$ cat config.mk
export PLATFORM = sky130hd
export DESIGN_NAME = cv32e40x_rvfi_mem_tracker
export DESIGN_NICKNAME = d
export VERILOG_FILES = /design/src/rtl/cv32e40x_rvfi_mem_tracker.sv
export SDC_FILE = /design/constraint.sdc
export NUM_CORES = 2
export LEC_CHECK = 0
export ABC_AREA = 1
export BUFFER_PORTS_ARGS = -buffer_cell sky130_fd_sc_hd__buf_4
export CAP_MARGIN = 10
export CORE_AREA = 2 2 693 695
export DETAILED_ROUTE_END_ITERATION = 8
export DIE_AREA = 0 0 695 697
export GPL_TIMING_DRIVEN = 0
export PLACE_DENSITY = 0.64
export SLEW_MARGIN = 25
export SYNTH_ARGS = -nofsm -noshare
export SYNTH_HDL_FRONTEND = slang
export SYNTH_SLANG_ARGS = --single-unit
$ cat constraint.sdc
create_clock -name clk -period 10.4 [get_ports clk]
set_input_delay 1.04 -clock clk [delete_from_list [all_inputs] [get_ports clk]]
set_output_delay 1.04 -clock clk [all_outputs]
set_load 0.005 [all_outputs]
$ cat src/rtl/cv32e40x_rvfi_mem_tracker.sv
// RVFI data-memory tracker: groups OBI data transactions per instruction in a
// two-deep ping-pong buffer and releases them to RVFI when WB retires.
// Optional: define CV32E40X_RVFI_MEM_ERR_EN to add bus-error reporting ports.
module cv32e40x_rvfi_mem_tracker #(
  parameter int NMEM = 16,
  parameter int NBUF = 2
) (
  input  logic                           clk,
  input  logic                           rst_n,
  input  logic                           lsu_req_valid_i,
  output logic                           lsu_req_ready_o,
  input  logic                           lsu_req_last_i,
  input  logic                           lsu_req_we_i,
  input  logic [3:0]                     lsu_req_be_i,
  input  logic [31:0]                    lsu_req_addr_i,
  input  logic [31:0]                    lsu_req_wdata_i,
  input  logic                           lsu_resp_valid_i,
  input  logic [31:0]                    lsu_resp_rdata_i,
  input  logic                           lsu_resp_err_i,
  input  logic                           wb_mem_i,
  input  logic                           wb_retire_i,
  output logic                           mem_done_o,
  output logic                           rvfi_mem_valid_o,
  output logic [$clog2(NMEM+1)-1:0]      rvfi_mem_cnt_o,
  output logic [NMEM*32-1:0]             rvfi_mem_addr_o,
  output logic [NMEM*4-1:0]              rvfi_mem_rmask_o,
  output logic [NMEM*4-1:0]              rvfi_mem_wmask_o,
  output logic [NMEM*32-1:0]             rvfi_mem_rdata_o,
  output logic [NMEM*32-1:0]             rvfi_mem_wdata_o,
  output logic                           rvfi_mem_ovf_o
`ifdef CV32E40X_RVFI_MEM_ERR_EN
  ,
  output logic [1:0]                     rvfi_mem_err_o,
  output logic                           rvfi_mem_err_valid_o
`endif
);

  // Request/response counters are wider than a slot index so dropped
  // (overflowed) requests still pair up with their responses.
  localparam int CW = 8;
  localparam int SW = $clog2(NMEM);
  localparam int NW = $clog2(NMEM+1);
  localparam logic [CW-1:0] NMEM_C = CW'(NMEM);
  localparam logic [NW-1:0] NMEM_N = NW'(NMEM);

  typedef enum logic [1:0] {ST_EMPTY, ST_FILLING, ST_WAIT_RESP, ST_COMPLETE} buf_state_e;

`ifdef CV32E40X_RVFI_MEM_ERR_EN
  typedef enum logic [1:0] {MEM_ERR_NONE = 2'd0, MEM_ERR_PMP = 2'd1} mem_err_t;
  logic          err_q [NBUF];
  logic          err_d [NBUF];
  logic [SW-1:0] err_slot_q [NBUF];
  mem_err_t      err_code_q;
  logic          err_valid_q;
`else
  logic unused_resp_err;
  assign unused_resp_err = lsu_resp_err_i;
`endif

  buf_state_e    state_q [NBUF];
  buf_state_e    state_d [NBUF];
  logic [CW-1:0] req_cnt_q [NBUF];
  logic [CW-1:0] req_cnt_d [NBUF];
  logic [CW-1:0] resp_cnt_q [NBUF];
  logic [CW-1:0] resp_cnt_d [NBUF];
  logic          grp_ovf_q [NBUF];
  logic          grp_ovf_d [NBUF];
  logic          fill_ptr_q, fill_ptr_d;
  logic          resp_ptr_q, resp_ptr_d;
  logic          ret_ptr_q, ret_ptr_d;
  logic          mem_done_q;

  logic [31:0]   addr_q  [NBUF][NMEM];
  logic [31:0]   wdata_q [NBUF][NMEM];
  logic [31:0]   rdata_q [NBUF][NMEM];
  logic [3:0]    rmask_q [NBUF][NMEM];
  logic [3:0]    wmask_q [NBUF][NMEM];

  logic                rvfi_valid_q, rvfi_ovf_q;
  logic [NW-1:0]       rvfi_cnt_q;
  logic [NMEM*32-1:0]  rvfi_addr_q, rvfi_rdata_q, rvfi_wdata_q;
  logic [NMEM*4-1:0]   rvfi_rmask_q, rvfi_wmask_q;

  logic          req_fire, req_store, resp_fire, resp_final, ret_mem;
  logic [CW-1:0] req_slot, resp_slot;
  logic [NW-1:0] ret_cnt;

  // Ready depends only on registered state, so a retire frees space next cycle.
  assign lsu_req_ready_o = (state_q[fill_ptr_q] == ST_EMPTY) || (state_q[fill_ptr_q] == ST_FILLING);
  assign req_fire   = lsu_req_valid_i & lsu_req_ready_o;
  assign req_slot   = (state_q[fill_ptr_q] == ST_EMPTY) ? '0 : req_cnt_q[fill_ptr_q];
  assign req_store  = req_fire && (req_slot < NMEM_C);
  assign resp_fire  = lsu_resp_valid_i;
  assign resp_slot  = resp_cnt_q[resp_ptr_q];
  // Final response: every issued request of a closed group has answered.
  assign resp_final = resp_fire && (state_q[resp_ptr_q] != ST_FILLING) &&
                      ((resp_slot + CW'(1)) == req_cnt_q[resp_ptr_q]);
  assign ret_mem    = wb_retire_i & wb_mem_i;
  assign ret_cnt    = (req_cnt_q[ret_ptr_q] > NMEM_C) ? NMEM_N : req_cnt_q[ret_ptr_q][NW-1:0];

  // Next-state for per-buffer FSMs, counters and the three ring pointers.
  always_comb begin
    for (int b = 0; b < NBUF; b++) begin
      state_d[b]    = state_q[b];
      req_cnt_d[b]  = req_cnt_q[b];
      resp_cnt_d[b] = resp_cnt_q[b];
      grp_ovf_d[b]  = grp_ovf_q[b];
`ifdef CV32E40X_RVFI_MEM_ERR_EN
      err_d[b]      = err_q[b];
`endif
    end
    fill_ptr_d = fill_ptr_q;
    resp_ptr_d = resp_ptr_q;
    ret_ptr_d  = ret_ptr_q;
    if (req_fire) begin
      req_cnt_d[fill_ptr_q] = req_slot + CW'(1);
      if (state_q[fill_ptr_q] == ST_EMPTY) begin
        resp_cnt_d[fill_ptr_q] = '0;
        grp_ovf_d[fill_ptr_q]  = 1'b0;
`ifdef CV32E40X_RVFI_MEM_ERR_EN
        err_d[fill_ptr_q]      = 1'b0;
`endif
      end
      if (!req_store) grp_ovf_d[fill_ptr_q] = 1'b1;
      if (lsu_req_last_i) begin
        state_d[fill_ptr_q] = ST_WAIT_RESP;
`ifdef CV32E40X_RVFI_MEM_ERR_EN
        if (err_q[fill_ptr_q]) state_d[fill_ptr_q] = ST_COMPLETE;
`endif
        fill_ptr_d = ~fill_ptr_q;
      end else begin
        state_d[fill_ptr_q] = ST_FILLING;
      end
    end
    if (resp_fire) begin
      resp_cnt_d[resp_ptr_q] = resp_slot + CW'(1);
      if (resp_final) begin
        resp_ptr_d = ~resp_ptr_q;
        if (state_q[resp_ptr_q] == ST_WAIT_RESP) state_d[resp_ptr_q] = ST_COMPLETE;
      end
`ifdef CV32E40X_RVFI_MEM_ERR_EN
      if (lsu_resp_err_i && !err_q[resp_ptr_q]) begin
        err_d[resp_ptr_q] = 1'b1;
        if (state_q[resp_ptr_q] == ST_WAIT_RESP) state_d[resp_ptr_q] = ST_COMPLETE;
      end
`endif
    end
    if (ret_mem) begin
      state_d[ret_ptr_q] = ST_EMPTY;
      ret_ptr_d          = ~ret_ptr_q;
    end
  end

  // Control state registers; mem_done is registered from next state.
  always_ff @(posedge clk or negedge rst_n) begin
    if (!rst_n) begin
      for (int b = 0; b < NBUF; b++) begin
        state_q[b]    <= ST_EMPTY;
        req_cnt_q[b]  <= '0;
        resp_cnt_q[b] <= '0;
        grp_ovf_q[b]  <= 1'b0;
`ifdef CV32E40X_RVFI_MEM_ERR_EN
        err_q[b]      <= 1'b0;
`endif
      end
      fill_ptr_q <= 1'b0;
      resp_ptr_q <= 1'b0;
      ret_ptr_q  <= 1'b0;
      mem_done_q <= 1'b0;
    end else begin
      for (int b = 0; b < NBUF; b++) begin
        state_q[b]    <= state_d[b];
        req_cnt_q[b]  <= req_cnt_d[b];
        resp_cnt_q[b] <= resp_cnt_d[b];
        grp_ovf_q[b]  <= grp_ovf_d[b];
`ifdef CV32E40X_RVFI_MEM_ERR_EN
        err_q[b]      <= err_d[b];
`endif
      end
      fill_ptr_q <= fill_ptr_d;
      resp_ptr_q <= resp_ptr_d;
      ret_ptr_q  <= ret_ptr_d;
      mem_done_q <= (state_d[ret_ptr_d] == ST_COMPLETE);
    end
  end

  // Slot storage; stale slots are hidden at retire by masking with cnt.
  always_ff @(posedge clk) begin
    if (req_store) begin
      addr_q[fill_ptr_q][req_slot[SW-1:0]]  <= lsu_req_addr_i;
      wdata_q[fill_ptr_q][req_slot[SW-1:0]] <= lsu_req_wdata_i;
      rdata_q[fill_ptr_q][req_slot[SW-1:0]] <= '0;
      rmask_q[fill_ptr_q][req_slot[SW-1:0]] <= lsu_req_we_i ? 4'h0 : lsu_req_be_i;
      wmask_q[fill_ptr_q][req_slot[SW-1:0]] <= lsu_req_we_i ? lsu_req_be_i : 4'h0;
    end
    if (resp_fire && (resp_slot < NMEM_C) && (rmask_q[resp_ptr_q][resp_slot[SW-1:0]] != 4'h0)
`ifdef CV32E40X_RVFI_MEM_ERR_EN
        && !err_q[resp_ptr_q]
`endif
       ) begin
      rdata_q[resp_ptr_q][resp_slot[SW-1:0]] <= lsu_resp_rdata_i;
    end
`ifdef CV32E40X_RVFI_MEM_ERR_EN
    if (resp_fire && lsu_resp_err_i && !err_q[resp_ptr_q]) begin
      err_slot_q[resp_ptr_q] <= resp_slot[SW-1:0];
    end
`endif
  end

  // RVFI output registers: one-cycle pulse per retire, zero otherwise.
  always_ff @(posedge clk or negedge rst_n) begin
    if (!rst_n) begin
      rvfi_valid_q <= 1'b0;
      rvfi_cnt_q   <= '0;
      rvfi_ovf_q   <= 1'b0;
      rvfi_addr_q  <= '0;
      rvfi_rdata_q <= '0;
      rvfi_wdata_q <= '0;
      rvfi_rmask_q <= '0;
      rvfi_wmask_q <= '0;
`ifdef CV32E40X_RVFI_MEM_ERR_EN
      err_code_q   <= MEM_ERR_NONE;
      err_valid_q  <= 1'b0;
`endif
    end else begin
      rvfi_valid_q <= wb_retire_i;
      rvfi_cnt_q   <= '0;
      rvfi_ovf_q   <= 1'b0;
      rvfi_addr_q  <= '0;
      rvfi_rdata_q <= '0;
      rvfi_wdata_q <= '0;
      rvfi_rmask_q <= '0;
      rvfi_wmask_q <= '0;
`ifdef CV32E40X_RVFI_MEM_ERR_EN
      err_code_q   <= MEM_ERR_NONE;
      err_valid_q  <= 1'b0;
`endif
      if (ret_mem) begin
        rvfi_cnt_q <= ret_cnt;
        rvfi_ovf_q <= grp_ovf_q[ret_ptr_q];
        for (int s = 0; s < NMEM; s++) begin
          if (s < int'(ret_cnt)) begin
            rvfi_addr_q[s*32 +: 32]  <= addr_q[ret_ptr_q][s];
            rvfi_rdata_q[s*32 +: 32] <= rdata_q[ret_ptr_q][s];
            rvfi_wdata_q[s*32 +: 32] <= wdata_q[ret_ptr_q][s];
            rvfi_rmask_q[s*4 +: 4]   <= rmask_q[ret_ptr_q][s];
            rvfi_wmask_q[s*4 +: 4]   <= wmask_q[ret_ptr_q][s];
          end
        end
`ifdef CV32E40X_RVFI_MEM_ERR_EN
        err_code_q  <= err_q[ret_ptr_q] ? MEM_ERR_PMP : MEM_ERR_NONE;
        err_valid_q <= err_q[ret_ptr_q];
`endif
      end
    end
  end

  assign mem_done_o       = mem_done_q;
  assign rvfi_mem_valid_o = rvfi_valid_q;
  assign rvfi_mem_cnt_o   = rvfi_cnt_q;
  assign rvfi_mem_ovf_o   = rvfi_ovf_q;
  assign rvfi_mem_addr_o  = rvfi_addr_q;
  assign rvfi_mem_rdata_o = rvfi_rdata_q;
  assign rvfi_mem_wdata_o = rvfi_wdata_q;
  assign rvfi_mem_rmask_o = rvfi_rmask_q;
  assign rvfi_mem_wmask_o = rvfi_wmask_q;
`ifdef CV32E40X_RVFI_MEM_ERR_EN
  assign rvfi_mem_err_o       = err_code_q;
  assign rvfi_mem_err_valid_o = err_valid_q;
`endif

`ifndef SYNTHESIS
  // Protocol guards on the LSU and controller side.
  a_req_when_ready: assert property (@(posedge clk) disable iff (!rst_n)
    lsu_req_valid_i |-> lsu_req_ready_o);
  a_retire_when_done: assert property (@(posedge clk) disable iff (!rst_n)
    (wb_retire_i && wb_mem_i) |-> mem_done_o);
`endif

endmodule

==> results.tsv <==
metric	value	unit
status	completed	
antenna-violating nets left	0	
mean post-synth cell area	15.4	sq um
CTS clk-pin slew, worst paths	60	ps
CTS Buf Count	519	
Top FF cell, synth	edfxtp_1	
worst path required time	11100	ps
Crit path top cell by count	nand3_1	
Net Sw Frac	32.5	%
Worst-Margin Slew	1280	ps
net switching power	17.5	mW
Final GP Congestion	0.965	
Post-Layout Cell Count	20743	
DP Wirelength	522000	um
total power	53.8	mW
total wire length	707000	um
first-pass GRT wire length	925000	um
remaining global-route overflow	0	
die area	484000	sq um
synth-to-layout area growth	26.2	%
hold crit path type	input port to flop	
CP Capture Type	flop	
Die W	695	um
Internal Power	36.3	mW
max-slew violation count	0	
setup TNS	0	ps
Slowest-stage cell, CP	nand3_1	
Clock Root Buffer	clkbuf_16	
final count of hold timing violations	0	
gr usage total	28.3	%
Clock Sinks	5041	
IO Count	1782	
DRC errors left	0	
number of synthesized register bits	5041	
slowest stage delay, CP	770	ps
Die Y	697	um
port bufs	1779	
setup violators final	0	
vias	111935	
fraction of registers with async set/reset	34.0	%
CTS H-Tree Depth	6	
clock share of power	34.8	%
Slew HR	14.8	%
Cells after DPL	19745	
post-synthesis mux area share	0.00652	%
Post-synth EDFFs	3328	
Combinational Power Share	20.9	%
largest family of logic cells by synthesized area	compound AO/OA/AOI/OAI gates	
Netlist cell types	34	
Post-Synth XOR/XNOR Area	0.0355	%
Power Density	247	nW/um^2
critical path, cell by cell	buf_2 > nand2_1 > nand2_1 > inv_1 > nand3_1 > nand3_1 > nand4_1 > nand2_2 > nor2_4 > nand3_1 > clkbuf_1 > nand2_2 > buf_12	
post-DR wirelength/cell	34.1	um
core area	477000	sq um
post-synthesis adder-cell area fraction	0.0652	%
Tmin final	5530	ps
antenna violations before repair	73	
setup ws final	4870	ps
dpl ws	4620	ps
Critical Path AT	6240	ps
Synth Instances	11185	
Syn Nets	11303	
Bufs on Longest Clock Path	4	
layout cells sized above 1	22.6	%
CTS tree	yes	
synth warn	0	
startpoint types	flop	
Worst Skew	84.1	ps
power share of the sequential group	44.4	%
post-CTS sizing	0	
Hold Path Stages	1	
post-synthesis simple-gate area fraction	7.24	%
post-route clock period utilization	53.2	%
critical-path maximum fanout	22	
Detailed Route Iter0 Violations	15981	
Pleak	86.9	nW
pin count of the biggest net entering global routing	150	
crit path kind	flop to flop	
highest clock rate	181	MHz
FP Rows	254	
sequential area share after synthesis	82.7	%
worst-skew pair later-pin latency	1070	ps
DR pass1 iterations	6	
RSZ-0062 raised after global routing	no	
Max-Cap Viols	0	
final net count	13988	
r2r worst-path depth	13	
drt via density	5.40	
Compound-Gate Fraction of Synth Area	7.48	%
vias in the first global route	107634	
Initial Util	36.2	%
maximum vdd ir drop	0.236	mV
cell area after synthesis	173000	sq um
path summary, 6_finish.rpt:
kind                                start                    end  slack (ps)
max reg2reg                    resp_ptr_q        rdata_q[0][489]        4870
max in group asynchronous           rst_n  rvfi_mem_rdata_o[200]        6560
max                            resp_ptr_q        rdata_q[0][489]        4870
min in group asynchronous           rst_n    rvfi_mem_addr_o[12]         510
min reg2reg                addr_q[1][511]    rvfi_mem_addr_o[31]         470
min                           wb_retire_i       rvfi_mem_valid_o         240
power groups by stage:
stage                     combinational (mW)  clock (mW)  sequential, mW
after floorplan                         3.64           0            23.9
after detailed placement                11.3           0            24.2
final                                   11.2        18.7            23.8
after CTS                               11.3        18.8            23.8
after global placement                  10.7           0            24.3
after global routing                    11.7        19.6            23.9
critical path: cells and delay by family (launching register included):
family | cells | cell delay, ps
buffers and inverters | 4 | 1530
and+or+nand+nor | 9 | 3150
DFF | 1 | 470
cell type report:
class,count,area [sq um]
Inverter,357,1350
Buffer,760,3180
Multi-Input combinational cell,5027,26000
Sequential cell,5041,143000
Tap cell,6400,8010
Timing Repair Buffer,2164,19500
Antenna cell,37,92.6
Clock buffer,773,14900
Fill cell,41382,259000
Clock inverter,184,2180
placed cells by master, fill, tap and decap left out, drive strengths merged, types with 10 or more instances in the layout:
master  count
bufinv     17
edfxtp   3328
nand3      94
nand4      10
a22oi    1352
diode      37
a21oi     118
nor2     2476
clkinv    135
o21ai      65
clkbuf   1397
dfrtp    1713
buf      2299
inv       380
a22o      201
nand2     631
nor3       47
synthesized netlist by cell type, types with 6 or more instances:
library cell / number / area share, %
nor3_1: 46 / 0.13
a22o_1: 201 / 1.0
dfrtp_1: 1713 / 25
ha_1: 9 / 0.065
nand2_1: 628 / 1.4
inv_1: 349 / 0.76
edfxtp_1: 3328 / 58
a22oi_1: 1352 / 5.9
inv_2: 6 / 0.013
buf_2: 95 / 0.28
clkbuf_1: 624 / 1.4
a21oi_1: 118 / 0.34
o21ai_0: 59 / 0.17
nand3_1: 94 / 0.27
o21ai_1: 6 / 0.017
nand4_1: 10 / 0.036
nor2_1: 2470 / 5.4
o22ai_1: 7 / 0.025
buf_1: 41 / 0.089
xor2_1: 6 / 0.030
state kept, by name, summed over array words and instances (netlist names), 4 cells and up, named ones only:
name and cells:
state_q 4, rvfi_mem_addr_o 512, addr_q 1024, req_cnt_q 16, rmask_q 128, wmask_q 128, wdata_q 1024, rvfi_mem_wdata_o 512
resp_cnt_q 16, rvfi_mem_wmask_o 64, rdata_q 1024, rvfi_mem_rmask_o 64, rvfi_mem_rdata_o 512, rvfi_mem_cnt_o 5
cells by family after synthesis:
logic type,after synthesis
compound gates,1747
fa+ha+maj,9
buf+inv,1117
simple gates,3263
flops,5041
mux,1
xor+xnor,7
per-layer routing:
| metal | track usage [%] | vias to the layer above | part of all wire [%] |
|---|---|---|---|
| li1 | - | 45468 | - |
| met1 | 35.2 | 57493 | 36 |
| met2 | 43.8 | 7404 | 46 |
| met3 | 6.98 | 1554 | 10 |
| met4 | 18.8 | 16 | 8.0 |
| met5 | 0 | - | 0.015 |
per-stage QoR:
step           util [%]  hold slack (ps)  instance area, sq um
6_report           45.7              236                218000
5_1_grt            45.7              158                218000
4_1_cts            45.7              143                218000
3_5_place_dp       42.1              474                201000
3_3_place_gp       40.7              467                194000
2_1_floorplan         -              453                173000
what timing repair did:
| item | 4_1_cts | 5_1_grt |
|---|---|---|
| endpoints found under the hold margin | 35 | 0 |
| hold buffers | 1 | 0 |
| setup buffers | 0 | 0 |
Power figures use the tool's default switching activity.
